File: src/rtl/patch_slot_manager.sv
// Feature-patch slot table: fills free slots, replaces the weakest slot, then
// re-scans the table one entry per cycle to find the new weakest slot.
module patch_slot_manager #(
  parameter  int IMG_W     = 376,
  parameter  int IMG_H     = 240,
  parameter  int BORDER    = 7,
  parameter  int NUM_SLOTS = 100,
  parameter  int SCORE_W   = 15,
  localparam int ID_W      = $clog2(NUM_SLOTS + 1),
  localparam int X_W       = $clog2(IMG_W),
  localparam int Y_W       = $clog2(IMG_H)
) (
  input  logic               clk,
  input  logic               rst,
  input  logic               clear,
  input  logic               pix_valid,
  input  logic [Y_W-1:0]     row_cnt,
  input  logic [X_W-1:0]     col_cnt,
  input  logic               is_fast,
  input  logic [SCORE_W-1:0] new_score,
  input  logic [IMG_H-1:0]   ban_rows,
  input  logic [IMG_W-1:0]   ban_cols,
  output logic               renew_valid,
  output logic [ID_W-1:0]    renew_id,
  output logic [X_W-1:0]     renew_x,
  output logic [Y_W-1:0]     renew_y,
  output logic               renew_fill,
  output logic [SCORE_W-1:0] worst_score,
  output logic [ID_W-1:0]    worst_id,
  output logic [ID_W-1:0]    fill_count,
  output logic               busy,
  output logic [15:0]        drop_cnt
);

  typedef enum logic {READY, SCAN} state_t;

  localparam logic [ID_W-1:0] NONE_ID = ID_W'(NUM_SLOTS);
  localparam logic [ID_W-1:0] LAST_ID = ID_W'(NUM_SLOTS - 1);
  localparam logic [Y_W-1:0]  ROW_LO  = Y_W'(BORDER);
  localparam logic [Y_W-1:0]  ROW_HI  = Y_W'(IMG_H - BORDER);
  localparam logic [X_W-1:0]  COL_LO  = X_W'(BORDER);
  localparam logic [X_W-1:0]  COL_HI  = X_W'(IMG_W - BORDER);

  state_t state, state_nxt;

  logic [SCORE_W-1:0] score_mem [NUM_SLOTS];
  logic [X_W-1:0]     x_mem     [NUM_SLOTS];
  logic [Y_W-1:0]     y_mem     [NUM_SLOTS];

  logic [ID_W-1:0]    scan_idx;
  logic [SCORE_W-1:0] scan_min;
  logic [ID_W-1:0]    scan_min_id;
  logic [SCORE_W-1:0] scan_score;

  logic in_border, banned, qualify, full;
  logic accept_fill, accept_repl, scan_take, scan_last;
  logic [ID_W-1:0] wr_idx;

  assign in_border = (row_cnt >= ROW_LO) && (row_cnt <= ROW_HI) &&
                     (col_cnt >= COL_LO) && (col_cnt <= COL_HI);
  assign banned    = ban_rows[row_cnt] & ban_cols[col_cnt];
  assign qualify   = pix_valid & is_fast & in_border & ~banned;
  assign full      = (fill_count == NONE_ID);

  assign accept_fill = (state == READY) & ~clear & qualify & ~full;
  assign accept_repl = (state == READY) & ~clear & qualify & full &
                       (new_score > worst_score);
  assign wr_idx      = accept_fill ? fill_count : worst_id;

  // Slot 0 seeds the running minimum; strict < keeps the lowest index on ties.
  assign scan_score = score_mem[scan_idx];
  assign scan_take  = (scan_idx == '0) || (scan_score < scan_min);
  assign scan_last  = (scan_idx == LAST_ID);

  always_ff @(posedge clk) begin
    // NOTE: sequential state uses non-blocking (<=) so every register samples
    // pre-edge values regardless of statement order.
    if (rst) state <= READY;
    else     state <= state_nxt;
  end

  always_comb begin
    // NOTE: default assignment first so no path leaves state_nxt unassigned
    // (which would infer a latch).
    state_nxt = state;
    if (clear) begin
      state_nxt = READY;
    end else begin
      case (state)
        READY:   if (accept_repl) state_nxt = SCAN;
        SCAN:    if (scan_last)   state_nxt = READY;
        default: state_nxt = READY;
      endcase
    end
  end

  always_comb begin
    busy = (state == SCAN);
  end

  // NOTE: the slot table is deliberately not reset; entries at index >=
  // fill_count are never read as valid, and leaving the RAM unreset lets it
  // map onto plain memory.
  always_ff @(posedge clk) begin
    if (accept_fill || accept_repl) begin
      score_mem[wr_idx] <= new_score;
      x_mem[wr_idx]     <= col_cnt;
      y_mem[wr_idx]     <= row_cnt;
    end
  end

  always_ff @(posedge clk) begin
    if (rst) begin
      renew_valid <= 1'b0;
      renew_id    <= NONE_ID;
      renew_x     <= '0;
      renew_y     <= '0;
      renew_fill  <= 1'b0;
      worst_score <= '1;
      worst_id    <= NONE_ID;
      fill_count  <= '0;
      drop_cnt    <= '0;
      scan_idx    <= '0;
      scan_min    <= '1;
      scan_min_id <= NONE_ID;
    end else begin
      renew_valid <= 1'b0;
      renew_id    <= NONE_ID;
      if (clear) begin
        fill_count  <= '0;
        worst_score <= '1;
        worst_id    <= NONE_ID;
        drop_cnt    <= '0;
      end else begin
        if (accept_fill || accept_repl) begin
          renew_valid <= 1'b1;
          renew_id    <= wr_idx;
          renew_x     <= col_cnt;
          renew_y     <= row_cnt;
          renew_fill  <= accept_fill;
        end
        if (accept_fill) begin
          fill_count <= fill_count + ID_W'(1);
          if ((fill_count == '0) || (new_score < worst_score)) begin
            worst_score <= new_score;
            worst_id    <= fill_count;
          end
        end
        if (accept_repl) scan_idx <= '0;
        if (state == SCAN) begin
          if (qualify && (drop_cnt != 16'hFFFF)) drop_cnt <= drop_cnt + 16'd1;
          if (scan_take) begin
            scan_min    <= scan_score;
            scan_min_id <= scan_idx;
          end
          scan_idx <= scan_idx + ID_W'(1);
          if (scan_last) begin
            worst_score <= scan_take ? scan_score : scan_min;
            worst_id    <= scan_take ? scan_idx   : scan_min_id;
          end
        end
      end
    end
  end

endmodule

File: config.mk
export PLATFORM = sky130hd
export DESIGN_NAME = patch_slot_manager
export DESIGN_NICKNAME = d
export VERILOG_FILES = /design/src/rtl/patch_slot_manager.sv
export SDC_FILE = /design/constraint.sdc
export NUM_CORES = 2
export LEC_CHECK = 0
export CAP_MARGIN = 20
export CELL_PAD_IN_SITES_DETAIL_PLACEMENT = 0
export CELL_PAD_IN_SITES_GLOBAL_PLACEMENT = 1
export CORE_ASPECT_RATIO = 0.5
export CORE_UTILIZATION = 53
export DETAILED_ROUTE_END_ITERATION = 8
export PLACE_DENSITY = 0.9
export SLEW_MARGIN = 25
export SYNTH_ARGS = -nofsm -noshare
export SYNTH_HDL_FRONTEND = slang
export SYNTH_SLANG_ARGS = --single-unit
File: constraint.sdc
create_clock -name clk -period 8.1 [get_ports clk]
set_input_delay 1.62 -clock clk [delete_from_list [all_inputs] [get_ports clk]]
set_output_delay 1.62 -clock clk [all_outputs]
set_load 0.03 [all_outputs]
# Word-level counts from Yosys, hierarchy flattened
# Memory sizes are Yosys's and may differ from the RTL's. A register that Yosys moved wholly into a read port is not among the register bits.
# Index checks and enable logic that the tools add are counted.
# totals
in_bits,653
output_inout_bits,72
ramBits,1500
regBits,101
n_memories,1
word_cells,83
# classes
bitwise_logic,14
n_lt_le_gt_ge,9
addsub,3
eq_ne,3
n_reduce_logical,16
mux,24
# memory_table
name,depth,width,read_ports,rd_ports_with_merged_regs,write_ports,line,rtl
score_mem,100,15,1,1,1,46,logic [SCORE_W-1:0] score_mem [NUM_SLOTS];
# op_table
op,count
2-to-1 mux 15 bit,5
2-to-1 mux 7 bit,10
< comparator 15 bit,2
adder 16 x 1 -> 16 bit (second input constant),1
inequality test 16 bit (second input constant),1
greater-than comparator 15 bit,1
adder 7 x 1 -> 7 bit (second input constant),2
equality test 7 bit (second input constant),2
zero test 7 bit,2
< comparator 9 x 10 -> 1 bit (second input constant),1
bitwise AND 1 bit,9
binary-select mux 1 bit (select 9 bit),1
>= comparator 9 x 3 -> 1 bit (second input constant),1
less-or-equal comparator 9 bit (second input constant),1
< comparator 8 x 9 -> 1 bit (second input constant),1
binary-select mux 1 bit (select 8 bit),1
>= comparator 8 x 3 -> 1 bit (second input constant),1
less-or-equal comparator 8 bit (second input constant),1
AND reduction 2 bit,4
2-to-1 mux 1 bit,6
NOT 1 bit,5
logical AND 1 bit,4
logical OR 1 bit,3
OR reduction 3 bit,1
3 further kinds,3

# Depth between registers and ports, before layout
# depth
ltp_word,13
depth_mapped,22
ltp_nobuf,16

# Worst setup path after synthesis
# Ideal clock, no wire load.
# synth_timing
kind,register -> register
startpoint,register with a tool-made name
endpoint,register scan_min[5]
synth_period_minus_slack_ns,5.517
required_time_ns,7.980
arrival_ns,5.397
setup_time_ns,0.120
slack_ns,2.583
stages_incl_launch_ff,23
cell_sequence,dfxtp_1 > buf_2 > buf_2 > buf_2 > buf_4 > buf_1 > mux4_2 > mux4_2 > mux2i_1 > o21ai_0 > mux2_2 > ha_1 > a21o_1 > a21o_1 > a21oi_1 > o21ai_0 > nor4_1 > nor3_1 > o211a_1 > nor3_2 > buf_2 > nor2_1 > a211o_1
# synth_lines
element,line,rtl
to (signal assigned),153,scan_min <= scan_score;
to (decl),51,logic [SCORE_W-1:0] scan_min;

==> metrics.md <==
| Metric | Value |
|---|---|
| Clk pin slew, worst setup/hold paths | `70 ps` |
| Worst skew pair latency | `770 ps` |
| Worst EP arrival | `7340 ps` |
| GRT overflow | `0` |
| RSZ-0062 raised after global routing | `no` |
| Slew Limit Fails | `0` |
| Drt pass-1 iters | `6` |
| Antenna violations before repair | `25` |
| Power Total | `16,660 uW` |
| Mapped Cells | `3,416` |
| Vert. Die Dim | `256.0 um` |
| FFs w/ async S/R, synth | `0%` |
| CORE AREA | `127,000 um2` |
| Average wire per standard cell | `37.90 um` |
| Clk_skew | `32.71 ps` |
| Antenna-violating nets left | `0` |
| Final wirelength | `229.4 mm` |
| Number of max-cap violations | `0` |
| Syn. warnings | `0` |
| Worst Path Required | `8760 ps` |
| H-tree Lvls | `4` |
| Pwr Density | `201.3 nW/um2` |
| First-pass GRT wire length | `317.2 mm` |
| Commonest non-fill, non-tap cell in the layout | `edfxtp_1` |
| Critical Path End Type | `flop` |
| Setup TNS | `0 ps` |
| Yosys top cell by area | `edfxtp_1` |
| Outcome | `complete, no violations` |
| Synth unique cells | `82` |
| Crit path kind | `flop to flop` |
| Nets | `4,936` |
| Final cycle utilization of the critical path | `82.50%` |
| Top_reg_cell synth | `edfxtp_1` |
| Die area | `130,600 um2` |
| HP Class | `flop to flop` |
| Routability-driven placement congestion ratio | `0.9642` |
| CTS buffer count | `140` |
| Multi-input gate area | `20,030 um2` |
| Final Util | `65.20%` |
| Largest net degree at the start of global routing | `82` |
| Finish-stage setup viols | `0` |
| Max IR drop VDD | `0.1966 mV` |
| Synth top area share | `65.86%` |
| Area growth, synth to finish | `21.04%` |
| Post-synth EDFFs | `1,500` |
| Synth Register Bits | `1,608` |
| Via density | `6.908` |
| Initial core utilization | `53.87%` |
| Initial DRC Count | `6,837` |
| Layout cell share with drive strength beyond 1 | `25.51%` |
| Finished Cell Area | `82,780 um2` |
| Slew headroom | `25.36%` |
| # IOs | `725` |
| Fmax | `149.7 MHz` |
| Placed Area | `78,360 um2` |
| # Post-CTS Setup Buffers | `0` |
| Longest Clk Path Bufs | `3` |
| CTS root buf | `clkbuf_16` |
| DRC viols | `0` |
| GRT Util Overall | `35.10%` |
| Die Span X | `510.0 um` |
| Final HPWL DP | `148.0 mm` |
| Pleak | `0.02591 uW` |
| Post-CTS sizing | `0` |
| Syn_area_per_cell | `20.02 um2` |
| Num rows | `92` |
| Register area | `47,220 um2` |
| Hold buffer count at cts | `0` |
| Clock sink count | `1,608` |
| Most frequent cells in the layout | `edfxtp_1, clkdlybuf4s50_1, mux4_2, buf_4, nor2_1` |
| Synth area leaders | `edfxtp_1, mux4_2, dfxtp_1` |
| Post-synthesis sequential area ratio | `69.02%` |
| CP Max Fanout | `50` |
| Port Buffers | `724` |
| Final hold vios | `0` |
| Vias in the first global route | `41,056` |
| Mapped Area | `68,390 um2` |
| CTS tree | `built` |
| Syn Nets | `4,103` |
| Slew @ Worst Pin | `1113 ps` |
| Final min period | `6682 ps` |
| Routed vias | `41,821` |
| # fillers | `7,994` |
| Startpoint types | `flop` |
==> cell type report <==
| cell class | instances | area share (%) |
|---|---|---|
| repair buffers | 912 | 10.66 |
| clock inverters | 62 | 0.7073 |
| flip-flops and latches | 1608 | 57.04 |
| clock buffers | 190 | 4.587 |
| inverters | 54 | 0.2448 |
| multi-input cells | 1533 | 24.19 |
| well taps | 1692 | 2.557 |
| diodes | 3 | 0.009068 |
==> state kept, by name (all words and copies together), names as in the netlist, named ones only <==
name / flops
scan_min_id: 7
renew_valid: 1
renew_y: 8
scan_min: 15
renew_id: 7
scan_idx: 7
renew_x: 9
drop_cnt: 16
fill_count: 7
worst_id: 7
score_mem: 1500
renew_fill: 1
worst_score: 15
busy: 1
==> final timing paths <==
check                           from                        end  slack, ps  cells past startpoint
min          renew_y[0]$_SDFFE_PP0P_    renew_y[0]$_SDFFE_PP0P_        490                      2
min reg2reg  renew_y[0]$_SDFFE_PP0P_    renew_y[0]$_SDFFE_PP0P_        490                      2
max reg2reg                     flop  worst_score[4]$_SDFF_PP1_       1420                     16
max                             flop  worst_score[4]$_SDFF_PP1_       1420                     16
==> synth_stat cells (4+ instances only) <==
cell type and count:
edfxtp_1 1500, mux4_2 605, nor2_1 175, mux2i_1 123
dfxtp_1 108, clkbuf_1 94, nand2_1 92, o21ai_0 56
buf_2 54, a21oi_1 52, inv_1 52, mux2_2 52
buf_1 49, nand3_1 46, ha_1 34, a211o_1 22
nand4_1 22, nor3_1 22, nor2b_1 15, o22ai_1 14
buf_6 13, nand2b_1 12, xnor2_1 11, a22oi_1 10
buf_4 10, or3_1 10, and3_1 9, nor4_1 8
o211ai_1 8, o221a_1 8, o221a_2 8, o221ai_1 8
a31oi_1 7, a211oi_1 6, a21o_1 6, o21a_1 6
o21ai_2 6, o2111ai_1 5, o21ai_1 5, nand3b_1 4
nand4b_1 4
==> where the power goes <==
part	switching (uW)	internal, uW	leakage (uW)
Clock	3080	3540	0.00212
Sequential	5.10	9070	0.0144
Combinational	504	464	0.00944
Total	3590	13100	0.0259
==> logic make-up after synthesis <==
group	after synthesis	synth area share [%]
flip-flops	1608	69.02
multiplexers	781	22.60
AND/OR/NAND/NOR	437	2.977
buffers and inverters	275	1.822
AO/OA/AOI/OAI	269	2.805
adder cells (fa/ha/maj)	34	0.6220
XOR/XNOR	12	0.1537
==> per-layer routing <==
metal	GRT usage [%]	part of all wire, %	vias to the layer above
met4	15.13	4.8	28
met5	0	0.079	-
met2	55.37	48	3694
met1	46.82	35	21513
li1	-	-	16038
met3	8.655	13	548
==> worst max-delay path, cell delays in order (launching register included) <==
cell and delay [ps]:
dfxtp_4 970, buf_12 460, mux4_2 610, mux4_2 550, mux2i_1 400, o21ai_0 280
mux2_2 370, ha_1 310, nand2_1 70, o21ai_0 260, nor4_1 100, nor3_1 470
o211a_1 810, buf_4 330, mux2i_1 290, nand2_1 100, o221a_2 120
==> per-stage QoR <==
stage	instances	setup slack, ps	hold slack, ps
2_1_floorplan	3416	2583	441.3
3_3_place_gp	5797	334.6	458.7
3_5_place_dp	5798	689.9	465.9
4_1_cts	6050	1446	482.5
5_1_grt	6052	1214	515.9
6_report	6054	1418	487.7
(Power assumes the default switching activity.)
